$ cat config.mk
export PLATFORM = sky130hd
export DESIGN_NAME = sonic_distance_filter
export DESIGN_NICKNAME = d
export VERILOG_FILES = /design/src/rtl/sonic_pkg.sv /design/src/rtl/sonic_distance_filter_moving_avg.sv /design/src/rtl/sonic_distance_filter.sv
export SDC_FILE = /design/constraint.sdc
export NUM_CORES = 1
export LEC_CHECK = 0
export BUFFER_PORTS_ARGS = -buffer_cell sky130_fd_sc_hd__clkbuf_2
export CELL_PAD_IN_SITES_DETAIL_PLACEMENT = 0
export CELL_PAD_IN_SITES_GLOBAL_PLACEMENT = 1
export CORE_MARGIN = 2
export CORE_UTILIZATION = 53
export CTS_BUF_LIST = sky130_fd_sc_hd__clkbuf_4
export DETAILED_ROUTE_END_ITERATION = 7
export GPL_TIMING_DRIVEN = 0
export PLACE_DENSITY_LB_ADDON = 0.1
export SETUP_SLACK_MARGIN = 0.3
export SLEW_MARGIN = 20
export SYNTH_ARGS = -nofsm -noshare
export SYNTH_HDL_FRONTEND = slang
export SYNTH_SLANG_ARGS = --single-unit
$ cat constraint.sdc
create_clock -name clk -period 6.69 [get_ports clk]
set_input_delay 0.3345 -clock clk [delete_from_list [all_inputs] [get_ports clk]]
set_output_delay 0.3345 -clock clk [all_outputs]
set_load 0.01 [all_outputs]
$ cat src/rtl/sonic_pkg.sv
// ============================================================================
//  Module      : sonic_pkg
//  Description : Shared types and constants for the ultrasonic distance
//                filter: decision-state encoding, sample width, LSB unit and
//                the input clip helper.
//  Revision    : 1.0 - initial release
// ============================================================================
`default_nettype none

package sonic_pkg;

    // Width of every distance value in the filter path
    localparam int DIST_W = 20;

    // One LSB is 0.01 cm, i.e. 100 um
    localparam int LSB_UM = 100;

    // Decision state, also exported on the debug/LED port
    typedef enum logic [1:0] {
        INIT  = 2'd0,
        CLEAR = 2'd1,
        NEAR  = 2'd2,
        FAULT = 2'd3
    } state_t;

    // Saturate a raw reading to the usable sensor range
    function automatic logic [DIST_W-1:0] clip_dist(
        input logic [DIST_W-1:0] d,
        input logic [DIST_W-1:0] lim
    );
        return (d > lim) ? lim : d;
    endfunction

endpackage

`default_nettype wire

$ cat src/rtl/sonic_distance_filter_moving_avg.sv
// ============================================================================
//  Module      : moving_avg
//  Description : Clips incoming samples, keeps a 2^AVG_LOG2 deep window with
//                a running sum and emits the truncated mean once the window
//                has been filled. Also exposes the mean that the current
//                sample will produce, so the decision logic can switch state
//                on the same edge that registers the average.
//  Revision    : 1.0 - initial release
// ============================================================================
`default_nettype none

module moving_avg
    import sonic_pkg::*;
#(
    parameter int AVG_LOG2 = 2,
    parameter int DIST_MAX = 40000
) (
    input  logic              clk,
    input  logic              rst,
    input  logic              i_flush,
    input  logic [DIST_W-1:0] i_dist_in,
    input  logic              i_dist_valid,
    output logic [DIST_W-1:0] o_avg_dist,
    output logic              o_avg_valid,
    output logic [DIST_W-1:0] o_nxt_avg,
    output logic              o_nxt_valid
);

    localparam int                c_depth     = 1 << AVG_LOG2;
    localparam int                c_sum_w     = DIST_W + AVG_LOG2;
    localparam int                c_fill_w    = AVG_LOG2 + 1;
    localparam logic [DIST_W-1:0] c_dist_max  = DIST_W'(DIST_MAX);
    localparam logic [c_fill_w-1:0] c_fill_full = c_fill_w'(c_depth);
    localparam logic [c_fill_w-1:0] c_fill_last = c_fill_w'(c_depth - 1);

    logic [DIST_W-1:0]   r_win [c_depth];
    logic [c_sum_w-1:0]  r_sum;
    logic [c_fill_w-1:0] r_fill;
    logic [DIST_W-1:0]   r_avg_dist;
    logic                r_avg_valid;

    logic [DIST_W-1:0]   w_sample;
    logic [c_sum_w-1:0]  w_sum_nxt;
    logic                w_fill_done;

    // Empty window slots hold zero, so subtracting the oldest entry is
    // harmless while the window is still filling.
    assign w_sample    = clip_dist(i_dist_in, c_dist_max);
    assign w_sum_nxt   = r_sum + c_sum_w'(w_sample) - c_sum_w'(r_win[c_depth-1]);
    assign w_fill_done = (r_fill >= c_fill_last);
    assign o_nxt_valid = i_dist_valid && w_fill_done && !i_flush;
    assign o_nxt_avg   = w_sum_nxt[c_sum_w-1:AVG_LOG2];

    // Window shift register, running sum and fill counter
    always_ff @(posedge clk or posedge rst) begin
        if (rst) begin
            for (int i = 0; i < c_depth; i++) r_win[i] <= '0;
            r_sum  <= '0;
            r_fill <= '0;
        end else if (i_flush) begin
            for (int i = 0; i < c_depth; i++) r_win[i] <= '0;
            r_sum  <= '0;
            r_fill <= '0;
        end else if (i_dist_valid) begin
            r_win[0] <= w_sample;
            for (int i = 1; i < c_depth; i++) r_win[i] <= r_win[i-1];
            r_sum <= w_sum_nxt;
            if (r_fill < c_fill_full) begin
                r_fill <= r_fill + c_fill_w'(1);
            end
        end
    end

    // Registered average and its one-cycle strobe
    always_ff @(posedge clk or posedge rst) begin
        if (rst) begin
            r_avg_dist  <= '0;
            r_avg_valid <= 1'b0;
        end else begin
            r_avg_valid <= o_nxt_valid;
            if (o_nxt_valid) begin
                r_avg_dist <= o_nxt_avg;
            end
        end
    end

    assign o_avg_dist  = r_avg_dist;
    assign o_avg_valid = r_avg_valid;

endmodule

`default_nettype wire

$ cat src/rtl/sonic_distance_filter.sv
// ============================================================================
//  Module      : sonic_distance_filter
//  Description : Smooths ultrasonic distance samples, makes a hysteretic and
//                confirmed obstacle decision driving the stop request, and
//                raises a fault when samples stop arriving.
//  Revision    : 1.0 - initial release
// ============================================================================
`default_nettype none

module sonic_distance_filter
    import sonic_pkg::*;
#(
    parameter int AVG_LOG2    = 2,
    parameter int DIST_MAX    = 40000,
    parameter int NEAR_TH     = 4000,
    parameter int FAR_TH      = 5000,
    parameter int CONFIRM     = 2,
    parameter int TIMEOUT_CYC = 25_000_000
) (
    input  logic              clk,
    input  logic              rst,
    input  logic [DIST_W-1:0] i_dist_in,
    input  logic              i_dist_valid,
    output logic [DIST_W-1:0] o_avg_dist,
    output logic              o_avg_valid,
    output logic              o_stop,
    output logic              o_fault,
    output logic [1:0]        o_state
);

    localparam int                c_to_w    = $clog2(TIMEOUT_CYC + 1);
    localparam int                c_cf_w    = (CONFIRM > 1) ? $clog2(CONFIRM) : 1;
    localparam logic [c_to_w-1:0] c_to_max  = c_to_w'(TIMEOUT_CYC);
    localparam logic [c_to_w-1:0] c_to_last = c_to_w'(TIMEOUT_CYC - 1);
    localparam logic [c_cf_w-1:0] c_cf_last = c_cf_w'(CONFIRM - 1);
    localparam logic [DIST_W-1:0] c_near_th = DIST_W'(NEAR_TH);
    localparam logic [DIST_W-1:0] c_far_th  = DIST_W'(FAR_TH);

    state_t              r_state;
    state_t              w_state_nxt;
    logic [c_cf_w-1:0]   r_conf;
    logic [c_cf_w-1:0]   w_conf_nxt;
    logic [c_to_w-1:0]   r_tcnt;

    logic [DIST_W-1:0]   w_nxt_avg;
    logic                w_nxt_valid;
    logic                w_expire;

    // The expiry cycle is the one that would take the idle count to its
    // limit; a sample arriving in that very cycle cancels the timeout.
    assign w_expire = !i_dist_valid && (r_tcnt == c_to_last) && (r_state != FAULT);

    moving_avg #(
        .AVG_LOG2 (AVG_LOG2),
        .DIST_MAX (DIST_MAX)
    ) u_avg (
        .clk          (clk),
        .rst          (rst),
        .i_flush      (w_expire),
        .i_dist_in    (i_dist_in),
        .i_dist_valid (i_dist_valid),
        .o_avg_dist   (o_avg_dist),
        .o_avg_valid  (o_avg_valid),
        .o_nxt_avg    (w_nxt_avg),
        .o_nxt_valid  (w_nxt_valid)
    );

    // Idle-cycle counter, saturating at the timeout limit
    always_ff @(posedge clk or posedge rst) begin
        if (rst) begin
            r_tcnt <= '0;
        end else if (i_dist_valid) begin
            r_tcnt <= '0;
        end else if (r_tcnt != c_to_max) begin
            r_tcnt <= r_tcnt + c_to_w'(1);
        end
    end

    // Decision state and confirm counter registers
    always_ff @(posedge clk or posedge rst) begin
        if (rst) begin
            r_state <= INIT;
            r_conf  <= '0;
        end else begin
            r_state <= w_state_nxt;
            r_conf  <= w_conf_nxt;
        end
    end

    // Next-state logic: hysteresis band holds state and clears confirm
    always_comb begin
        w_state_nxt = r_state;
        w_conf_nxt  = r_conf;
        case (r_state)
            INIT: begin
                if (w_expire) begin
                    w_state_nxt = FAULT;
                    w_conf_nxt  = '0;
                end else if (w_nxt_valid) begin
                    w_state_nxt = (w_nxt_avg < c_far_th) ? NEAR : CLEAR;
                    w_conf_nxt  = '0;
                end
            end
            CLEAR: begin
                if (w_expire) begin
                    w_state_nxt = FAULT;
                    w_conf_nxt  = '0;
                end else if (w_nxt_valid) begin
                    if (w_nxt_avg < c_near_th) begin
                        if (r_conf == c_cf_last) begin
                            w_state_nxt = NEAR;
                            w_conf_nxt  = '0;
                        end else begin
                            w_conf_nxt = r_conf + c_cf_w'(1);
                        end
                    end else begin
                        w_conf_nxt = '0;
                    end
                end
            end
            NEAR: begin
                if (w_expire) begin
                    w_state_nxt = FAULT;
                    w_conf_nxt  = '0;
                end else if (w_nxt_valid) begin
                    if (w_nxt_avg >= c_far_th) begin
                        if (r_conf == c_cf_last) begin
                            w_state_nxt = CLEAR;
                            w_conf_nxt  = '0;
                        end else begin
                            w_conf_nxt = r_conf + c_cf_w'(1);
                        end
                    end else begin
                        w_conf_nxt = '0;
                    end
                end
            end
            FAULT: begin
                if (i_dist_valid) begin
                    w_state_nxt = INIT;
                    w_conf_nxt  = '0;
                end
            end
            default: begin
                w_state_nxt = INIT;
                w_conf_nxt  = '0;
            end
        endcase
    end

    assign o_stop  = (r_state != CLEAR);
    assign o_fault = (r_state == FAULT);
    assign o_state = r_state;

endmodule

`default_nettype wire

Word-level counts from Yosys, hierarchy flattened --
Cells that the tools add are included.
Word-level totals: register bits 154, bits of input ports 23, output and inout bits 25
Operators by class: add/subtract/negate cells 5, magnitude comparators 6, equality and inequality tests 15, multiplexer cells 34, reduce and logical (&&, ||, !) cells 13
Operator list (number):
- $mux 80 | 2
- $mux 25 | 2
- $mux 22 | 2
- $add 25x1->25 const B | 1
- $eq 25x25->1 const B | 1
- $ne 25x25->1 const B | 1
- $mux 2 | 12
- $add 22x20->22 | 1
- $sub 22x20->22 | 1
- $ge 20x13->1 const B | 1
- $gt 20x16->1 const B | 1
- $lt 20x12->1 const B | 1
- $lt 20x13->1 const B | 1
- $mux 20 | 1
- $ne 3x2->1 const B | 4
- $mux 1 | 10
- $mux 3 | 3
- $ne 3x1->1 const B | 3
- $pmux 2 s4 | 1
- $reduce_and 8->1 | 1
- $reduce_bool 2->1 | 3
- $eq 2x2->1 const B | 2
- $logic_and 1x1->1 | 4
- $ne 2x2->1 const B | 2
- other kinds (11) | 12

Logic depth before layout (Yosys ltp) --
Gate-level depths: netlist (run 1).
depth in word-level cells 9, gate-level depth with buffers 20, gate-level depth less buffers 18

Modules after synthesis --
A second synthesis (run 1) with hierarchy kept.
Unflattened totals: cells, all modules 886, area, all modules 8574.5 um^2
By module, submodules not included:
- moving_avg | times used 1, cells each 713, area an instance 6942.9 um^2, sequential area each 3153.0 um^2
- sonic_distance_filter | times used 1, cells each 173, area an instance 1631.6 um^2, sequential area each 700.7 um^2

Worst setup path before layout (run 1) --
Ideal clock, no wire load.
path type input to register, start point input i_dist_in[2], end point register r_state[1], in the netlist o_state[1], setup time 125 ps, arrival 4888 ps, data required time 6565 ps, path slack 1676 ps, stages 18, path buffers 1, cell sequence nor4_1 nand2_1 a2111oi_0 o21ai_0 a21oi_1 clkbuf_1 nand2_1 fa_1 fa_1 and2b_1 o2111ai_2 a311oi_2 o21a_1 o22ai_1 or4_4 o31ai_4 o211ai_2 mux2_4
Between the ends: word-level cells in the longest chain between the ends 9
Ends and longest elaborated chain:
- start, declared | RTL line sonic_distance_filter.sv:22 | input logic [DIST_W-1:0] i_dist_in,
- $gt 20x16->1 | RTL line sonic_pkg.sv:31 | return (d > lim) ? lim : d;
- $mux 20 * | RTL line sonic_pkg.sv:31
- $add 22x20->22 * | RTL line sonic_distance_filter_moving_avg.sv:49 | assign w_sum_nxt = r_sum + c_sum_w'(w_sample) - c_sum_w'(r_win[c_depth-1]);
- $sub 22x20->22 * | RTL line sonic_distance_filter_moving_avg.sv:49
- $lt 20x13->1 | RTL line sonic_distance_filter.sv:100 | w_state_nxt = (w_nxt_avg < c_far_th) ? NEAR : CLEAR;
- $mux 2 | RTL line sonic_distance_filter.sv:100
- $mux 2 | RTL line sonic_distance_filter.sv:99 | end else if (w_nxt_valid) begin
- $mux 2 | RTL line sonic_distance_filter.sv:96 | if (w_expire) begin
- $pmux 2 s4 | RTL line sonic_distance_filter.sv:94 | case (r_state)
- end signal, assigned | RTL line sonic_distance_filter.sv:85 | r_state <= w_state_nxt;
- end, declared | RTL line sonic_distance_filter.sv:39 | state_t r_state;
Every way passes the cells marked *; elsewhere a longest branch is shown, timed or not. The select of a mux whose other input is x is not followed. A chain may end at the register's enable or synchronous reset.

Final worst setup path (run 1) --
start point input i_dist_in[0], end point register r_state[1], in the netlist o_state[1]
Same word-level chain as after synthesis.

==> results.md, run 1 <==
Status:
- The run finished with clean final reports.

Power:
- The fraction of power spent switching nets is 45.9%.
- The power density over the cells is 421 nW/um^2.
- The switching power of the nets is 1.82 mW.
- The cell leakage power is 4.37 nW.
- The part of the power in registers is 29.2%.
- IR analysis of the VDD net gives a maximum drop of 0.328 mV.
- Internal power comes to 2.15 mW.
- In this run, the clock network consumes 15.7% of the power.
- The combinational group share of total power is 55.0%.

Layout:
- The number of nets in the finished design is 1081.
- The fraction of layout cells with a size suffix above 1 is 11.4%.
- The post-synthesis to final-layout area growth is 11.0%.
- The final cell utilization of the core is 59.9%.

Yosys:
- The sequential fraction of the synthesis area is 45.3%.
- Among all cell types in the netlist, the one instantiated most often is nand2_1.
- The cell type contributing the most total cell area after synthesis is dfrtp_1.
- Counting every instance in the synthesized netlist gives 930.
- The cell area after synthesis is 8510 um^2.
- In this run the mean area of a mapped cell was 9.15 um^2.
- Sorting the synthesized cells by how often they occur yields nand2_1 (191), dfrtp_1 (154), o21ai_0 (82).
- The number of unique standard cell types used by synthesis is 70.
- Summed over its instances, the top area cell type makes up 45.3% of the synthesized netlist area.
- In the synthesized netlist the async set-or-reset flop fraction comes to 100%.
- The synthesized design contains 0 enable-type register cells.
- Yosys printed 0 warnings.
- Sorting the synthesized cells by area gives the leading types as dfrtp_1 (45%), nand2_1 (8.4%), o21ai_0 (4.8%), fa_1 (4.7%), ha_1 (4.6%).
- The synthesized design contains 154 register bits.
- The top flip-flop cell by instance count after synthesis is dfrtp_1.

Critical path:
- The maximum fanout count along the critical path is 10.
- The endpoint identified for the worst register-to-register timing path is o_state[1].
- The critical path class is in2reg.
- The critical path goes through dlygate4sd3_1 -> clkbuf_2 -> nor2_1 -> nand2_1 -> a2111oi_1 -> o21ai_0 -> a21oi_1 -> clkbuf_1 -> nand2b_1 -> fa_1 -> ha_1 -> a21oi_1 -> o211ai_1 -> nand2_1 -> xnor2_1 -> or4_1 -> a211oi_1 -> o211ai_1 -> o211ai_2 -> mux2_4.
- On the worst path, the slowest cell contributes a delay of 0.62 ns.
- The depth of the worst register-to-register path is 11.
- STA classifies the critical path startpoint as an input pin.
- The cell with the biggest individual delay on the critical path is a2111oi_1.
- The required time at the endpoint of the critical path is 7.15 ns.
- The critical register-to-register path startpoint is u_avg.r_win[1].
- The critical path contains buffers and inverters numbering 3 combined.
- The register-to-register setup slack is 2.42 ns.
- The kind of capture point of the worst setup path is a register.
- The kind of cell adding the most delay to the critical path is compound AO/OA/AOI/OAI gates.
- The data arrival time of the critical path is 6.55 ns.

Timing:
- The count of pins over their slew limit is 0.
- Setup violations remaining at the end of the flow were counted as 0.
- Summed over all failing endpoints, the final setup total negative slack is 0 ns.
- For the pin with the worst max-slew slack, the measured transition is 0.735 ns.
- The maximum clock frequency is 164 MHz.
- The worst-case headroom to the max-slew limit is 51.0%.
- Of the available clock period, the critical path in the final layout requires 91.1%.
- The final setup slack of the worst path is 0.598 ns.
- The worst hold slack across all endpoints is 0.0420 ns.
- The number of endpoints with negative hold slack in the final report is 0.
- Setup repair after global routing left no endpoint under its margin.
- The minimum clock period is 6.09 ns.
- The clock skew is 0.0237 ns.

Clock network:
- The clock latency on the worst-skew pair is 0.57 ns.
- After clock tree synthesis, the clock-pin slew on the worst setup and hold paths is 0.14 ns.
- Clock tree synthesis found a total of 154 sinks.
- The TritonCTS clock tree is done.
- In this run the clock root is driven by a clkbuf_4.
- The H-tree depth reported by CTS is 4.
- The longest clock path from root to sink contains 2 buffers.
- Clock tree synthesis inserted a total of 17 buffers.

Floorplanning:
- The overall die height is 131 um.
- In this run the count of I/O pins placed on the die edge is 48.
- The die span in x is 131 um.
- In this run the core area contains 46 standard-cell rows.
- The total core area is 15800 um^2.
- The effective utilization at floorplan is 53.9%.
- The floorplan step defined a die boundary enclosing 17100 um^2.

GRT:
- The wire length of the first global-routing pass is 34.9 mm.
- The global routing usage summed across all routing layers is 27.0%.
- The via count of the first global-routing pass is 6492.
- The overall overflow remaining after global route is 0.
- Entering global routing, the biggest net connects 94 pins.
- The initial antenna violation count is 1.

Drt:
- The first routing iteration left 520 violations.
- Wires add up to 21.5 mm.
- After detailed routing, the average wire length per cell comes to 17.4 um.
- In this run the remaining antenna-violating nets after routing total 0.
- The routed layout has 6827 vias.
- After detailed routing, the number of remaining DRC violations is 0.
- In the routed layout, each cell is associated on average with a via count of 5.52.
- The number of iterations in the first detailed-routing pass is 7.

Hold path:
- The startpoint identified for the worst hold timing path is i_dist_in[3].
- The worst hold path passes through 2 cells.
- The path class of the tightest hold or removal check is in2reg.
- The worst hold endpoint is u_avg.r_win[63].

Placement:
- The weighted congestion reported at the end of routability-driven placement is 0.885.
- The worst setup slack before clock tree synthesis is 0.448 ns.
- The estimated wirelength of the detail-placed design is 16.1 mm.
- During placement, the flow inserted port buffers numbering 47.

Job:
- The number of max-cap violations is 0.
## worst reg2reg max path, cell delays in order (launching register included)
cell and delay (ns):
dfrtp_1 0.45, fa_1 0.52, fa_1 0.48, and2b_1 0.29, o211a_1 0.25, nor2_1 0.07
xnor2_1 0.22, or4_1 0.57, a211oi_1 0.44, o211ai_1 0.25, o211ai_2 0.30, mux2_4 0.32
## final cells by class
type / instances / area (um^2)
tap: 216 / 270
clock buffer: 17 / 128
multi-input combinational: 655 / 4190
fill: 1477 / 6330
clock inverter: 15 / 181
sequential: 154 / 3850
timing repair buffer: 55 / 333
buffer: 48 / 195
antenna: 1 / 2.50
inverter: 76 / 293
## flip-flops by register name, indices dropped and copies added, names as in the netlist
register and count:
r_conf 1, u_avg.r_fill 3, r_tcnt 25, o_state 2, u_avg.o_avg_dist 20, u_avg.r_win 80
u_avg.r_sum 22, u_avg.o_avg_valid 1
## how the worst max path moves through the flow
stage	slack, ns	start	depth (start not counted)	end
final	0.60	i_dist_in[0]	20	o_state[1]
after global routing	0.32	i_dist_in[0]	20	o_state[1]
after CTS	0.69	i_dist_in[0]	20	o_state[1]
after detailed placement	0.45	i_dist_in[2]	19	o_state[1]
after global placement	0.34	i_dist_in[2]	19	o_state[1]
after floorplan	1.68	i_dist_in[2]	18	o_state[1]
## stage by stage
stage / power [mW] / area (um^2) / instances
2_1_floorplan: 2.77 / 8520 / 933
3_3_place_gp: 3.33 / 9020 / 1196
3_5_place_dp: 3.34 / 9060 / 1197
4_1_cts: 3.98 / 9400 / 1232
5_1_grt: 4.31 / 9440 / 1237
6_report: 3.97 / 9440 / 1237
## metal layers
metal | GRT usage [%] | up-vias | wire length (um)
met3 | 5.58 | 21 | 1200
met5 | 0 | - | 0
met1 | 38.5 | 3290 | 9990
li1 | - | 3339 | -
met2 | 42.4 | 177 | 9950
met4 | 7.20 | 0 | 330
## cell families after synthesis
kind of cell | synth area share [%]
compound gates | 16.3
simple gates | 18.0
other cells | 0.0441
mux | 1.99
xor+xnor | 3.50
buf+inv | 5.65
flops | 45.3
fa+ha+maj | 9.27
## layout by cell type (no fill, tap or decap), types with 5 or more instances in the layout
cell and n:
nand2_1 191, dfrtp_1 154, o21ai_0 82, inv_1 75
clkbuf_2 48, nor2_1 47, clkbuf_1 37, ha_1 31
a21oi_1 29, nand3_1 27, o31ai_1 25, fa_1 20
and3_1 17, xor2_1 17, xnor2_1 17, clkbuf_4 17
a22o_1 13, mux2_2 11, nor3_1 8, nand4_1 8
inv_6 7, dlygate4sd3_1 7, and2_1 6, or3_1 6
a21o_1 6, o211ai_1 6, nor4_1 5, buf_2 5
o21ai_1 5, a211oi_1 5, o22ai_1 5
## power by group through the flow
stage	Combinational [mW]	Clock (mW)	Sequential (mW)
floorplan	1.57	0	1.20
detailed placement	2.16	0	1.18
global route	2.45	0.682	1.18
global placement	2.15	0	1.18
CTS	2.17	0.643	1.16
finish	2.19	0.626	1.16
## what timing repair did
action,CTS,global route
hold buffers,3,4
buffers inserted,0,0
resized for setup,0,1
endpoints found under the hold margin,63,4
setup endpoints to repair,0,2
No activity file was read; power rests on OpenSTA's default activity.
==> run 2: changes to the inputs <==
ABC_AREA = 1   (was unset)
CORE_UTILIZATION = 52   (was 53)
==> run 2 against run 1 <==
Compared with the run above: synthesized area is 2.1% higher; sequential power hardly changed; synthesized cell count is 17% higher; first-iteration DRC count is 13% lower; worst hold slack better by 0.093 ns; flip-flop and latch count stayed put; die area is 4.0% higher; critical path depth is 7 higher; clock power is 14% lower; register-to-register slack better by 0.99 ns; combinational power is 9.1% higher; critical path type unchanged; largest power group unchanged; highest routed layer unchanged.
==> results.md, run 2 <==
Status:
- The run finished with clean final reports.

Layout:
- The library cells used most frequently in the layout, excluding fill and tap cells, are nand2_1 (272), inv_1 (208), dfrtp_1 (154).
- The count of cells in the finished layout, fillers not included, comes to 1394.
- The final layout contains 1234 nets.
- After routing the design area is 9520 um^2.
- The register with the most flip-flops in the layout has 80 of them.
- The register name with the most flops is u_avg.r_win.
- In the final layout, the share of cells above drive strength 1 is 12.6%.
- Leaving out fill and tap cells, the most frequent cell in the layout is nand2_1.
- Compared with the post-synthesis result, the final layout area differs by 9.52%.
- In the final layout, the registers with the most flip-flops are u_avg.r_win x80, r_tcnt x25, u_avg.r_sum x22.
- For this run, the share of the core covered by cells in the final layout is 57.8%.

Yosys:
- The cell area after synthesis is 8690 um^2.
- The most frequent cell after synthesis is nand2_1.
- After synthesis, the cell types taking the most area are dfrtp_1 (44%), nand2_1 (12%), inv_1 (9.0%), o21ai_0 (5.2%), fa_1 (4.6%).
- A synthesized cell averages 7.98 um^2.
- The count of flip-flops with a built-in enable after synthesis is 0.
- In the synthesized netlist, the number of instances is 1089.
- The yosys synthesis warning count is 0.
- In the synthesized netlist the dominant register cell turns out to be dfrtp_1.
- The number of unique standard cell types used by synthesis is 44.
- The synthesized flop and latch total is 154.
- Summed over all instances, the cell type with the most area after synthesis is dfrtp_1.
- Of the synthesized area, sequential elements account for 44.4%.
- Counting instances in the post-synthesis netlist gives the leading cell types as nand2_1 (272), inv_1 (209), dfrtp_1 (154).
- For this run, asynchronously set or reset flops after synthesis account for 100%.
- The share of Yosys cell area claimed by the top area cell type is 44.4%.

Timing:
- The worst-case headroom to the max-slew limit is 52.1%.
- The worst hold slack across all endpoints is 0.135 ns.
- The clock skew is 0.0253 ns.
- Setup repair after global routing left no endpoint under its margin.
- The count of pins over their slew limit came to 0.
- For the pin with the worst max-slew slack, the measured transition is 0.718 ns.
- Derived from the worst setup path, the maximum achievable clock frequency is 235 MHz.
- The number of setup violations in the final report is 0.
- Setup total negative slack on the finished layout was measured at 0 ns.
- The minimum clock period is 4.26 ns.
- After layout, the worst path uses 63.6% of the clock period.
- The number of endpoints with negative hold slack in the final report is 0.
- After layout, the worst setup slack is 2.43 ns.

Floorplanning:
- The overall die height is 133 um.
- For this design the top-level I/O count stands at 48.
- In this run the horizontal extent of the chip is 133 um.
- The die covers 17800 um^2.
- The effective utilization at floorplan is 52.8%.
- The floorplan has 47 rows.
- The total core area is 16500 um^2.

Job:
- The number of max-cap violations is 0.

Power:
- The power density over the cells is 432 nW/um^2.
- The overall power consumption is 4.11 mW.
- The cell leakage power is 4.80 nW.
- VDD sags by at most 0.186 mV.

Clock network:
- The number of buffers added for setup after CTS is 0.
- The H-tree depth reported by CTS is 4.
- The TritonCTS clock tree is done.
- The clock slew at the register clock pins of the worst setup and hold paths is 0.13 ns.
- The cell chosen for the clock root is clkbuf_4.
- The clock drives 154 sinks.
- The clock latency on the worst-skew pair is 0.56 ns.
- In this run, CTS created clock tree buffers numbering 17.
- The clock passes through at most 2 buffers.

Critical path:
- The worst register-to-register path begins at u_avg.r_win[0].
- The category of the worst setup path launch point is an input pin.
- STA puts the critical path data required time at 7.14 ns.
- The maximum fanout count along the critical path is 10.
- The depth of the worst register-to-register path is 24.
- The data arrival time of the critical path is 4.71 ns.
- STA classifies the critical path endpoint as a register.
- The destination of the worst register-to-register timing path is o_state[0].
- The critical path class is in2reg.
- The register-to-register setup slack is 3.41 ns.

Drt:
- After detailed routing, the number of remaining DRC violations is 0.
- The final route contains 7052 vias.
- The detailed router finished its first iteration with 450 violations.
- The routed design has 21.3 mm of wire.
- The number of nets with antenna violations after routing is 0.
- The number of iterations in the first detailed-routing pass is 5.
- In the routed layout, each cell is associated on average with a via count of 5.06.
- The mean routed wirelength per cell is 15.3 um.

Hold path:
- The type of the worst min-delay path is in2reg.
- The worst hold path was traced through 3 stages.
- The worst hold endpoint is u_avg.r_win[67].
- In this run the most critical hold path is launched from i_dist_in[7].

GRT:
- The first global-routing pass estimated 35.4 mm of wire.
- The initial antenna violation count is 1.
- Entering global routing, the biggest net connects 98 pins.
- For this run, the total global-route usage over all layers was measured as 25.6%.
- The overall overflow remaining after global route is 0.
- The via count of the first global-routing pass is 6867.

Placement:
- The count of buffers added on input and output ports is 47.
- The estimated wirelength of the detail-placed design is 16.5 mm.
- After detailed placement, the total cell area comes to 9250 um^2.
- Including well taps, the total number of placed cells is 1360.
- At the end of routability-driven placement, the weighted congestion stood at 0.843.
- Before CTS, the worst setup slack after placement is 1.91 ns.
-- run 2: changes by cell type after synthesis, moves of 13 or more --
cell / before / now
and3_1: 17 / 1
clkbuf_1: 37 / 19
nand2_1: 191 / 272
nand2_2: 1 / 17
nand3_1: 27 / 40
o31ai_1: 25 / 2
xnor2_1: 17 / 1
inv_1: 76 / 209
o22ai_1: 5 / 47
a22o_1: 13 / 0
xor2_1: 17 / 4
-- run 2: area by class of cell --
class | count | area [um^2]
fillers | 1590 | 6950
multi-input cells | 692 | 3890
flip-flops and latches | 154 | 3850
inverters | 216 | 818
well taps | 220 | 275
repair buffers | 49 | 273
plain buffers | 30 | 145
clock buffers | 18 | 135
clock inverters | 14 | 123
diodes | 1 | 2.50
-- run 2: how the worst max path moves through the flow --
stage / startpoint / end / slack [ns] / cells after the start
after global placement: rst / r_conf / 0.39 / 2
after global routing: i_dist_in[17] / o_state[0] / 2.09 / 28
after detailed placement: i_dist_in[0] / o_state[1] / 1.91 / 27
after floorplan: rst / o_state[0] / 2.21 / 1
after CTS: i_dist_in[0] / o_state[0] / 2.51 / 28
final: i_dist_in[17] / o_state[0] / 2.43 / 27
-- run 2: critical path, stage by stage --
cell and delay (ns):
clkbuf_2 0.08, nor4_1 0.35, inv_1 0.07, nor2_1 0.36, inv_1 0.07, o21ai_1 0.36
buf_2 0.32, nand2_1 0.15, fa_1 0.51, inv_1 0.05, ha_1 0.38, nand2_1 0.14
inv_1 0.07, a21oi_1 0.26, nand3_1 0.17, nand2_1 0.11, nand3b_1 0.07, nand2_1 0.17
nand2_1 0.07, nor2_1 0.14, nand3_1 0.09, nand2_1 0.06, nand2_1 0.06, nand2_2 0.08
nand2_2 0.05, nand2_1 0.06, nand2_1 0.05
-- run 2: power by group --
part / internal, mW / switching (mW)
sequential: 1.10 / 0.0804
clock: 0.190 / 0.350
combinational: 0.791 / 1.60
-- run 2: what timing repair did --
| action | 4_1_cts | 5_1_grt |
|---|---|---|
| gates resized for setup | 0 | 0 |
| hold buffers | 1 | 0 |
| endpoints found under the hold margin | 57 | 0 |
-- run 2: cell families (layout without fill, tap and decap cells) --
| logic type | count (synthesis) | in the layout | share of synthesized area (%) |
|---|---|---|---|
| adder cells (fa/ha/maj) | 51 | 51 | 9.07 |
| AND/OR/NAND/NOR | 451 | 451 | 23.2 |
| AO/OA/AOI/OAI | 181 | 181 | 11.9 |
| XOR/XNOR | 5 | 5 | 0.504 |
| other | 1 | 5 | 0.0432 |
| buffers and inverters | 246 | 327 | 11.0 |
| flip-flops | 154 | 154 | 44.4 |
-- run 2: routing by layer --
metal	vias to the layer above	wire length [um]	track usage [%]	share of wire, %
met2	141	9720	40.9	46
met5	-	0	0	0
met4	0	130	5.67	0.61
met1	3321	10600	37.2	50
li1	3580	-	-	-
met3	10	814	3.81	3.8
==> run 3: changes to the inputs <==
CORE_UTILIZATION = 48   (was 52)
clock period = 4.4 ns   (was 6.69 ns; I/O delays follow)
==> run 3 against run 2 <==
Compared with the run above: combinational power increased by 53%; first-iteration DRC count down 5.8%; critical path depth did not move; total power is 54% higher; cell area grew 1.8%; flip-flop and latch count did not move; non-clock buffer count increased by 11; via count rose by 1.3%; utilization decreased by 3.5 points; wire length up 3.3%.
==> results.md, run 3 (synthesized netlist as in run 2, its figures left out) <==
Timing:
- The clock skew is 0.0228 ns.
- Setup repair after global routing left no endpoint under its margin.
- The count of pins over their slew limit is 0.
- The worst hold slack across all endpoints is 0.0379 ns.
- Derived from the worst setup path, the maximum achievable clock frequency is 265 MHz.
- The final setup slack of the worst path is 0.627 ns.
- The number of endpoints with negative hold slack in the final report was 0.
- After layout, the worst path uses 85.7% of the clock period.
- The worst pin sits at a relative slew slack of 52.0%.
- In the final timing run, aggregate negative setup slack is 0 ns.
- The slew at the pin closest to its max-slew limit is 0.720 ns.
- The number of setup violations in the final report is 0.
- The minimum clock period is 3.77 ns.

Placement:
- The worst setup slack before clock tree synthesis is -0.305 ns.
- The weighted congestion reported at the end of routability-driven placement is 0.861.
- The number of buffers inserted by port buffering is 47.
- The number of placed instances, taps included is 1373.
- The HPWL after detailed placement is 17.2 mm.

Critical path:
- The kind of cell adding the most delay to the critical path is simple AND/OR/NAND/NOR gates.
- In this design, the critical path's most frequently occurring cell is nand2_1.
- Data on the critical path is required at its endpoint by 4.86 ns.
- The worst register-to-register path has a setup slack of 1.10 ns.
- The kind of capture point of the worst setup path is a register.
- Together, buffers and inverters on the worst path number 5.
- Of all nets on the critical path, the largest fanout is 10.
- The depth of the worst register-to-register path is 24.
- The worst setup path is launched from an input pin.
- For this design, the slowest cell found on the critical path is fa_1.
- In this run the critical register-to-register path is captured at o_state[0].
- In this run the critical register-to-register path is launched from u_avg.r_win[0].
- At the worst endpoint, the arrival time is 4.23 ns.
- The maximum cell stage delay along the critical path is 0.51 ns.
- The setup path with the least slack is of type in2reg.

Clock network:
- TritonCTS built the clock tree.
- After clock tree synthesis, the clock-pin slew on the worst setup and hold paths is 0.14 ns.
- The tree is rooted in a clkbuf_4.
- The number of sinks driven by the clock tree is 154.
- The maximum count of clock buffers along a single path is 2.
- The number of buffers added by the clock tree synthesis step is 17.
- The H-tree was split into 4 levels.
- At the later pin of the worst-skew pair, clock insertion delay measures 0.56 ns.

GRT:
- The wire length of the first global-routing pass is 36.3 mm.
- Entering global routing, the biggest net connects 34 pins.
- The initial antenna violation count is 1.
- Global routing consumed, over all layers together, 24.1% of the routing resources.
- The overall overflow remaining after global route is 0.
- The via count of the first global-routing pass is 6869.

Layout:
- In the final layout, the share of cells above drive strength 1 is 13.1%.
- The layout has 1759 filler cells.
- In the final design database the tool counted 1245 nets.
- The largest registers in the layout are u_avg.r_win x80, r_tcnt x25, u_avg.r_sum x22.
- The most common cell after layout, fill and taps aside is nand2_1.
- In the final layout, the multi-input gates occupy 3900 um^2.
- From synthesis to final layout, the design area changed by 11.5%.
- The register with the most flip-flops in the layout has 80 of them.
- The register name with the most flops is u_avg.r_win.
- In the final layout, flip-flops and latches occupy 3850 um^2.
- The count of cells in the finished layout, fillers not included, comes to 1413.
- In the layout the commonest cells are nand2_1 (272), inv_1 (208), dfrtp_1 (154).

Power:
- The overall power consumption is 6.32 mW.
- The power density over the cells is 652 nW/um^2.
- VDD sags by at most 0.373 mV.
- Summed over all cells, the static leakage comes to 4.87 nW.

Floorplanning:
- Once the floorplan was initialized, standard cells occupied 48.7% of the core.
- In this run the core area contains 49 standard-cell rows.
- The die span in x is 139 um.
- The floorplan step defined a die boundary enclosing 19200 um^2.
- The count of boundary I/O pins is 48.
- The total core area is 17800 um^2.
- The die is 139 um tall.

Drt:
- In this run, the number of DRC markers left after iteration 0 of detailed routing was 424.
- The via density per instance is 5.05.
- The routed via count is 7141.
- The number of nets with antenna violations after routing is 0.
- The number of remaining DRC errors is 0.
- In the final routed layout, each cell accounts on average for 15.6 um.
- The first detailed-routing pass ran for 5 iterations.
- The final wirelength is 22.0 mm.

Hold path:
- Counting instances, the worst hold path has a depth of 3.
- The worst hold endpoint is u_avg.r_win[65].
- The worst hold path startpoint is i_dist_in[5].
- The worst hold path belongs to the class in2reg.

Job:
- The number of max-cap violations is 0.

Status:
- The flow ran to the end, and the final reports show no timing, DRC or antenna violations.
run 3: how the worst max path moves through the flow:
| stage | start | to | depth (start not counted) | slack (ns) |
|---|---|---|---|---|
| final | i_dist_in[0] | o_state[0] | 27 | 0.63 |
| after global routing | i_dist_in[0] | o_state[0] | 27 | 0.32 |
| after CTS | i_dist_in[0] | o_state[0] | 27 | 0.47 |
| after detailed placement | i_dist_in[0] | o_state[1] | 27 | -0.31 |
| after global placement | i_dist_in[0] | o_state[0] | 27 | -0.28 |
| after floorplan | i_dist_in[17] | o_state[0] | 28 | 0.80 |
run 3: where the power goes:
group	internal (mW)	switching (mW)
Clock	0.336	0.536
Combinational	1.21	2.44
Sequential	1.67	0.124
run 3: cell type report:
class	instances	share of cell area [%]
Timing Repair Buffer	60	4.24
Clock inverter	14	1.54
Antenna cell	1	0.0258
Inverter	216	8.41
Multi-Input combinational cell	692	40.2
Buffer	30	1.50
Tap cell	229	2.96
Clock buffer	17	1.32
Sequential cell	154	39.8
run 3: what timing repair did:
item,CTS,global route
hold buffers,5,1
hold endpoints to repair,69,1
pin swaps,0,1
endpoints found under the setup margin,2,3
setup buffers,0,2
gates resized for setup,1,2
run 3: layer usage:
layer / vias to the layer above / part of all wire [%] / GRT usage, % / wire, um
met5: - / 0 / 0 / 0
met4: 0 / 1.5 / 6.18 / 330
met3: 22 / 4.0 / 4.63 / 883
met2: 142 / 44 / 36.8 / 9750
met1: 3354 / 50 / 35.6 / 11000
li1: 3623 / - / - / -
run 3: through the flow:
step | area (um^2) | util [%]
after CTS | 9660 | 54.1
after detailed placement | 9330 | 52.3
after floorplan | 8700 | -
after global routing | 9690 | 54.3
after global placement | 9230 | 51.7
final | 9690 | 54.3
run 3: tightest hold or removal path: stages:
cell and delay (ns):
clkbuf_2 0.10, nand2_1 0.16, o21ai_0 0.09
